$ cat src/rtl/block_sync.sv
// Per-lane sync-header block-lock stage: acquires/maintains block lock from
// 2-bit sync headers and requests single-bit slips from the gearbox.
module block_sync #(
  parameter int unsigned LOCK_CNT       = 64,
  parameter int unsigned UNLOCK_WINDOW  = 1024,
  parameter int unsigned UNLOCK_INVALID = 65,
  parameter int unsigned SLIP_WAIT      = 4
) (
  input  logic       i_clock,
  input  logic       i_reset_n,
  input  logic       i_valid,
  input  logic [1:0] i_sh,
  input  logic       i_enable,
  output logic       o_valid,
  output logic       o_valid_sh,
  output logic       o_block_lock,
  output logic       o_slip
);

  localparam int unsigned CW = $clog2(UNLOCK_WINDOW) + 1;
  localparam int unsigned WW = $clog2(SLIP_WAIT) + 1;

  typedef enum logic [3:0] {
    LOCK_INIT = 4'b0001,
    HUNT      = 4'b0010,
    SLIP_WT   = 4'b0100,
    LOCKED    = 4'b1000
  } state_t;

  state_t          r_state;
  logic [CW-1:0]   r_sh_cnt;
  logic [CW-1:0]   r_inv_cnt;
  logic [WW-1:0]   r_wait_cnt;
  logic            r_valid;
  logic            r_valid_sh;
  logic            r_lock;
  logic            r_slip;

  logic            w_sh_ok;
  logic [CW-1:0]   w_sh_inc;
  logic [CW-1:0]   w_inv_inc;
  logic [WW-1:0]   w_wait_inc;
  logic            w_lock_hit;
  logic            w_win_end;
  logic            w_unlock;
  logic            w_wait_done;

  assign w_sh_ok     = i_sh[1] ^ i_sh[0];
  assign w_sh_inc    = r_sh_cnt + CW'(1);
  assign w_inv_inc   = r_inv_cnt + CW'(1);
  assign w_wait_inc  = r_wait_cnt + WW'(1);
  assign w_lock_hit  = (w_sh_inc == CW'(LOCK_CNT));
  assign w_win_end   = (w_sh_inc == CW'(UNLOCK_WINDOW));
  assign w_unlock    = !w_sh_ok && (w_inv_inc == CW'(UNLOCK_INVALID));
  assign w_wait_done = (w_wait_inc == WW'(SLIP_WAIT));

  // Header forwarding is independent of lane enable and lock state.
  always_ff @(posedge i_clock or negedge i_reset_n) begin
    if (!i_reset_n) begin
      r_valid    <= 1'b0;
      r_valid_sh <= 1'b0;
    end else begin
      r_valid <= i_valid;
      if (i_valid) r_valid_sh <= w_sh_ok;
    end
  end

  // Lock FSM; everything except LOCK_INIT advances only on valid blocks.
  always_ff @(posedge i_clock or negedge i_reset_n) begin
    if (!i_reset_n) begin
      r_state    <= LOCK_INIT;
      r_sh_cnt   <= '0;
      r_inv_cnt  <= '0;
      r_wait_cnt <= '0;
      r_lock     <= 1'b0;
      r_slip     <= 1'b0;
    end else begin
      r_slip <= 1'b0;
      if (!i_enable) begin
        r_state    <= LOCK_INIT;
        r_sh_cnt   <= '0;
        r_inv_cnt  <= '0;
        r_wait_cnt <= '0;
        r_lock     <= 1'b0;
      end else begin
        case (r_state)
          LOCK_INIT: begin
            r_sh_cnt   <= '0;
            r_inv_cnt  <= '0;
            r_wait_cnt <= '0;
            r_lock     <= 1'b0;
            r_state    <= HUNT;
          end
          HUNT: begin
            if (i_valid) begin
              if (!w_sh_ok) begin
                r_slip   <= 1'b1;
                r_sh_cnt <= '0;
                r_state  <= SLIP_WT;
              end else if (w_lock_hit) begin
                r_lock    <= 1'b1;
                r_sh_cnt  <= '0;
                r_inv_cnt <= '0;
                r_state   <= LOCKED;
              end else begin
                r_sh_cnt <= w_sh_inc;
              end
            end
          end
          SLIP_WT: begin
            if (i_valid) begin
              if (w_wait_done) begin
                r_wait_cnt <= '0;
                r_state    <= HUNT;
              end else begin
                r_wait_cnt <= w_wait_inc;
              end
            end
          end
          LOCKED: begin
            if (i_valid) begin
              // Unlock wins over a coincident window rollover.
              if (w_unlock) begin
                r_lock     <= 1'b0;
                r_slip     <= 1'b1;
                r_sh_cnt   <= '0;
                r_inv_cnt  <= '0;
                r_wait_cnt <= '0;
                r_state    <= SLIP_WT;
              end else if (w_win_end) begin
                r_sh_cnt  <= '0;
                r_inv_cnt <= '0;
              end else begin
                r_sh_cnt <= w_sh_inc;
                if (!w_sh_ok) r_inv_cnt <= w_inv_inc;
              end
            end
          end
          default: begin
            r_state    <= LOCK_INIT;
            r_sh_cnt   <= '0;
            r_inv_cnt  <= '0;
            r_wait_cnt <= '0;
            r_lock     <= 1'b0;
          end
        endcase
      end
    end
  end

  assign o_valid      = r_valid;
  assign o_valid_sh   = r_valid_sh;
  assign o_block_lock = r_lock;
  assign o_slip       = r_slip;

endmodule

$ cat config.mk
export PLATFORM = sky130hd
export DESIGN_NAME = block_sync
export DESIGN_NICKNAME = d
export VERILOG_FILES = /design/src/rtl/block_sync.sv
export SDC_FILE = /design/constraint.sdc
export NUM_CORES = 1
export LEC_CHECK = 0
export ABC_AREA = 1
export ABC_CLOCK_PERIOD_IN_PS = 2320
export BUFFER_PORTS_ARGS = -buffer_cell sky130_fd_sc_hd__buf_2
export CORE_MARGIN = 2
export CORE_UTILIZATION = 45
export CTS_BUF_LIST = sky130_fd_sc_hd__clkbuf_8
export DETAILED_ROUTE_END_ITERATION = 10
export PLACE_DENSITY = 0.65
export SKIP_LAST_GASP = 1
export SYNTH_ARGS = -nofsm -noshare
export SYNTH_HDL_FRONTEND = slang
export SYNTH_SLANG_ARGS = --single-unit
$ cat constraint.sdc
create_clock -name i_clock -period 2.32 [get_ports i_clock]
set_input_delay 0.696 -clock i_clock [delete_from_list [all_inputs] [get_ports i_clock]]
set_output_delay 0.696 -clock i_clock [all_outputs]
set_load 0.1 [all_outputs]
==> impl_results.md, run 1 <==
- Worst skew pair latency: 0.29 ns
- Max cap viols: 0
- Full die area: 5910 um2
- Clock sink count: 33
- Most frequent cell after synthesis: nand2_1
- Critical path buffers and inverters: 0
- 1st-pass router iterations: 4
- Drt wl/cell: 11.5 um
- Worst-path cell chain: ha_1, nand3_2, nor2_4, nand2_1, nand2_1, nand2_2, nor2_4, nand3_1, nand2_1, nand3_4, nand2_1, o21ai_2
- H-tree depth: 2
- I/O pin cnt: 10
- CP peak stage delay: 0.41 ns
- Vias per std cell: 4.92
- Initial Utilization: 0.468
- Synth area leaders: dfrtp_1 (34%), nand2_1 (20%), nor2_1 (6.8%), inv_1 (6.6%), nand4_1 (4.5%)
- Leak pwr: 0.00138 uW
- Cell mode on critical path: nand2_1
- Power Dens Cells: 530 nW/um2
- Die width: 76.9 um
- Grt met2 use: 0.299
- Slew @ Worst Pin: 0.740 ns
- Sequential area share after synthesis: 0.346
- First-pass GRT wire length: 8.93 mm
- Placed Cells: 435
- Global-route track usage on met3: 0.0318
- I/O Buffers: 9
- Detailed Place HPWL: 3.73 mm
- Clock root buffer: clkbuf_8
- Critical Path RT: 2.50 ns
- EDFF count, synth: 0
- Top post-synthesis cells by count: nand2_1 (126), nor2_1 (43), inv_1 (42), dfrtp_1 (32), nand3_1 (20)
- Synth Register Bits: 33
- Reg2reg setup slack: 0.17 ns
- Largest fanout on the critical path: 11
- WP data arrival: 2.33 ns
- Post-synthesis cell count: 353
- Worst slew margin: 0.507
- Final Critical Period: 2.15 ns
- Hold_buf cts: 0
- Clock Skew: 0.00796 ns
- DRT iter0 DRCs: 84
- Global Route Usage Sum: 0.185
- Max VDD drop: 0.398 mV
- Top achievable clock speed: 0.465 GHz
- Max clock buf depth: 2
- Reg clk slew, reported paths: 0.07 ns
- Final period utilization: 0.926
- Final setup TNS: 0 ns
- CP top delay family: simple AND/OR/NAND/NOR gates
- Ant. Diodes: 0
- Post-CTS Setup Repair Bufs: 0
- Final Hold Fails: 0
- Syn nets: 364
- RD Place Congestion: 0.864
- Fin nets: 384
- Synth top area share: 0.335
- Async SR Flop Fraction: 1.00
- Total Routed Length: 5.11 mm
- Slowest-stage cell, CP: dfrtp_1
- Crit start category: flip-flop
- Crit path kind: reg -> reg
- Overflow after GRT: 0
- Total number of vias: 2,186
- Cells resized by post-CTS repair: 0
- Finished Layout Cells: 444
- Setup-failing EPs final: 0
- Syn avg cell area: 6.77 um2
- Post-Syn Area: 2390 um2
- Std cell rows: 26
- Crit end category: flip-flop
- Status: complete, no violations
- Slew Limit Fails: 0
- Hold Path Class: in -> async
- Area growth syn-to-layout: 11.6%
- Core box area: 5110 um2
- Antenna violations before repair: 0
- GRT met1 Usage: 0.257
- Post-route ant nets: 0
- Post-synthesis cell type count: 30
- Largest net degree at the start of global routing: 34
- Die Y-Extent: 76.9 um
- DRC: 0
- Fillers: 521
- Synth Warn #: 0
- Number of global-route vias before repair: 1,996
- Cell taking the most area after synthesis: dfrtp_1
- CTS buffer count: 5
- CTS tree: done
- Ys flop type: dfrtp_1
- Share of layout cells above drive strength 1: 0.160
- Global route hottest layer: met2
power by group:
| group | switching, uW | internal (uW) | leakage, uW | total (uW) |
|---|---|---|---|---|
| Combinational | 193 | 66.0 | 0.000871 | 259 |
| Sequential | 18.7 | 606 | 0.000451 | 624 |
| Clock | 216 | 314 | 0.0000593 | 530 |
| Total | 428 | 986 | 0.00138 | 1410 |
cell families after synthesis:
kind of cell | after synthesis | share of synthesized area
compound gates | 27 | 0.0749
xor+xnor | 4 | 0.0147
simple gates | 234 | 0.452
fa+ha+maj | 5 | 0.0262
buf+inv | 50 | 0.0859
flops | 33 | 0.346
cell usage in the layout (no fill, tap or decap), drive strengths merged:
cell type	Yosys	routed
nand4	17	17
dfrtp	32	32
xor2	3	3
o21ai	18	18
a211oi	1	1
clkbuf	0	5
o21bai	2	2
dfstp	1	1
buf	4	16
xnor2	1	1
nand3b	4	4
nand3	27	28
nand2	134	134
o211ai	1	1
ha	5	5
nor3	1	1
bufinv	0	1
nor3b	1	1
nor2	49	49
clkinv	0	1
or2	1	1
inv	46	47
a21oi	5	5
flip-flops by register name, indices dropped and copies added, names as in the netlist:
register / count
o_block_lock: 1
r_wait_cnt: 3
o_valid: 1
o_valid_sh: 1
o_slip: 1
r_state: 4
r_inv_cnt: 11
r_sh_cnt: 11
metal layers:
| metal | vias to the layer above | wire length [um] |
|---|---|---|
| met1 | 989 | 2510 |
| met3 | 7 | 165 |
| met5 | - | 0 |
| met2 | 27 | 2360 |
| li1 | 1163 | - |
| met4 | 0 | 64 |
area by class of cell:
class                           instances  area [um2]  area share
Timing Repair Buffer                   16        97.6      0.0366
Multi-Input combinational cell        271        1370       0.515
Tap cell                               70        87.6      0.0328
Sequential cell                        33         827       0.310
Clock buffer                            5        68.8      0.0258
Clock inverter                          3        38.8      0.0145
Inverter                               46         173      0.0648
path summary, 6_finish.rpt:
path | start | to | depth (start not counted)
setup reg to reg | r_sh_cnt[1]$_DFFE_PN0P_ | r_inv_cnt[4]$_DFFE_PN0P_ | 12
hold reg to reg | o_block_lock$_DFFE_PN0P_ | o_block_lock$_DFFE_PN0P_ | 2
min in group i_clock | o_block_lock$_DFFE_PN0P_ | o_block_lock$_DFFE_PN0P_ | 2
max in group asynchronous | i_reset_n | r_sh_cnt[10]$_DFFE_PN0P_ | 1
hold / removal | i_reset_n | r_inv_cnt[10]$_DFFE_PN0P_ | 1
setup / recovery | r_sh_cnt[1]$_DFFE_PN0P_ | r_inv_cnt[4]$_DFFE_PN0P_ | 12
metrics by stage:
step | hold slack, ns | util | power (uW) | instance area, um2 | setup WS [ns]
final | 0.461 | 0.522 | 1410 | 2670 | 0.171
after detailed placement | 0.484 | 0.498 | 884 | 2540 | 0.119
after global placement | 0.456 | 0.498 | 884 | 2540 | 0.164
after global routing | 0.512 | 0.522 | 1490 | 2670 | -0.0185
after CTS | 0.489 | 0.519 | 1420 | 2650 | 0.163
after floorplan | 0.400 | - | 842 | 2390 | 0.319
Power figures use the tool's default switching activity.
==> run 2: changes to the inputs <==
Settings changed: CORE_UTILIZATION 45 to 60, PLACE_DENSITY 0.65 to 0.82.
==> impl_results.md, run 2 (same netlist as run 1, synthesis figures left out) <==
- Slew @ Worst Pin: 0.759 ns
- Die Y-Extent: 67.1 um
- Power Dens Cells: 549 nW/um2
- Initial Utilization: 0.638
- Final Hold Fails: 0
- Top flop regs: r_inv_cnt x11, r_sh_cnt x11, r_state x4
- Area growth syn-to-layout: 10.7%
- Drt wl/cell: 12.5 um
- Final period utilization: 0.910
- Final setup TNS: 0 ns
- Top achievable clock speed: 0.474 GHz
- Routed wl met3: 214 um
- RSZ-0062 raised after global routing: false
- Leak pwr: 0.00137 uW
- Setup-failing EPs final: 0
- Worst skew pair latency: 0.30 ns
- Core box area: 3740 um2
- Crit end category: flip-flop
- CTS buffer count: 5
- Slowest-stage cell, CP: dfstp_2
- Vias per std cell: 5.31
- Fin nets: 383
- CTS tree: done
- Clock sink count: 33
- Clock root buffer: clkbuf_8
- Overflow after GRT: 0
- Met2 WL: 2.49 mm
- Hold_buf cts: 0
- I/O Buffers: 9
- Critical Path RT: 2.54 ns
- CP peak stage delay: 0.55 ns
- Post-route ant nets: 0
- Final Critical Period: 2.11 ns
- Max Used Layer: met4
- Share of layout cells above drive strength 1: 0.161
- Total Routed Length: 5.27 mm
- Max cap viols: 0
- Crit path depth: 10
- Critical path buffers and inverters: 2
- Number of global-route vias before repair: 2,130
- Clock Skew: 0.00705 ns
- Most frequent cells in the layout: nand2_1 (126), nor2_1 (43), inv_1 (42)
- I/O pin cnt: 10
- Reg2reg setup slack: 0.21 ns
- Std cell rows: 22
- Crit path kind: reg -> reg
- Setup WS post-layout: 0.209 ns
- H-tree depth: 2
- Full die area: 4500 um2
- Wire length on met1: 2.45 mm
- Cell mode on critical path: nor2_1
- Total number of vias: 2,237
- Global Route Usage Sum: 0.267
- Max VDD drop: 0.495 mV
- Reg clk slew, reported paths: 0.08 ns
- Slew Limit Fails: 0
- Largest net degree at the start of global routing: 34
- Max clock buf depth: 2
- Crit start category: flip-flop
- Worst slew margin: 0.494
- Pre-CTS setup slack: 0.0401 ns
- Die width: 67.1 um
- 1st-pass router iterations: 4
- Commonest non-fill, non-tap cell in the layout: nand2_1
- RD Place Congestion: 0.891
- CP top delay family: simple AND/OR/NAND/NOR gates
- Detailed Place HPWL: 3.86 mm
- DRT iter0 DRCs: 152
- Antenna violations before repair: 0
- Worst-path cell chain: nor2_1, nand3_2, nor2_4, inv_2, a21oi_1, nor2_1, inv_2, nor2_1, nand3_4, o21ai_2
- Status: complete, no violations
- Ant. Diodes: 0
- Worst hold slack: 0.468 ns
- Reg2reg path depth: 10
- First-pass GRT wire length: 9.16 mm
- DRC: 0
- Hold Path Class: in -> async
- Largest fanout on the critical path: 11
- WP data arrival: 2.33 ns
## run 2: cell types whose count changed in the layout (fill, tap and decap cells not counted)
| cell | delta |
|---|---|
| nor2_4 | +1 |
| clkinvlp_4 | +1 |
| buf_4 | -1 |
| clkinv_4 | +1 |
| inv_1 | -1 |
| clkinv_2 | -1 |
| nor2_2 | -1 |
## run 2: per-layer routing
metal | global-route usage | up-vias
met5 | 0 | -
met2 | 0.444 | 56
met4 | 0.0842 | 0
li1 | - | 1161
met3 | 0.0524 | 14
met1 | 0.347 | 1006
## run 2: worst register-to-register path, cell delays in order (launching register included)
cell and delay, ns:
dfstp_2 0.55, nor2_1 0.06, nand3_2 0.13, nor2_4 0.08, inv_2 0.07, a21oi_1 0.08, nor2_1 0.21, inv_2 0.06
nor2_1 0.35, nand3_4 0.25, o21ai_2 0.20
## run 2: final timing paths
kind,start,to
worst max-delay path,r_state[0]$_DFFE_PN1P_,r_inv_cnt[4]$_DFFE_PN0P_
worst min-delay path,i_reset_n,r_sh_cnt[6]$_DFFE_PN0P_
worst max register to register,r_state[0]$_DFFE_PN1P_,r_inv_cnt[4]$_DFFE_PN0P_
worst min register to register,o_block_lock$_DFFE_PN0P_,o_block_lock$_DFFE_PN0P_
max in group asynchronous,i_reset_n,r_inv_cnt[9]$_DFFE_PN0P_
min in group i_clock,o_block_lock$_DFFE_PN0P_,o_block_lock$_DFFE_PN0P_
## run 2: report_power, final
group          switching (uW)  total (uW)  internal [uW]
logic                     200         265           65.8
registers                19.8         625            605
clock network             239         560            321
total                     458        1450            992
## run 2: timing repair
action / CTS / global route
setup buffers: 0 / 0
setup endpoints to repair: 0 / 13
resized for setup: 0 / 2
## run 2: cell type report
type / count / area, um2
fillers: 321 / 1100
repair buffers: 15 / 90.1
inverters: 46 / 173
flip-flops and latches: 33 / 827
well taps: 48 / 60.1
clock inverters: 3 / 46.3
multi-input cells: 271 / 1380
clock buffers: 5 / 68.8
## run 2: stage by stage
step	power [uW]	util	instance area, um2	instances
final	1450	0.706	2640	421
after global routing	1500	0.706	2640	421
after CTS	1440	0.700	2620	420
after detailed placement	888	0.669	2510	412
after global placement	882	0.669	2510	412
after floorplan	842	-	2390	353
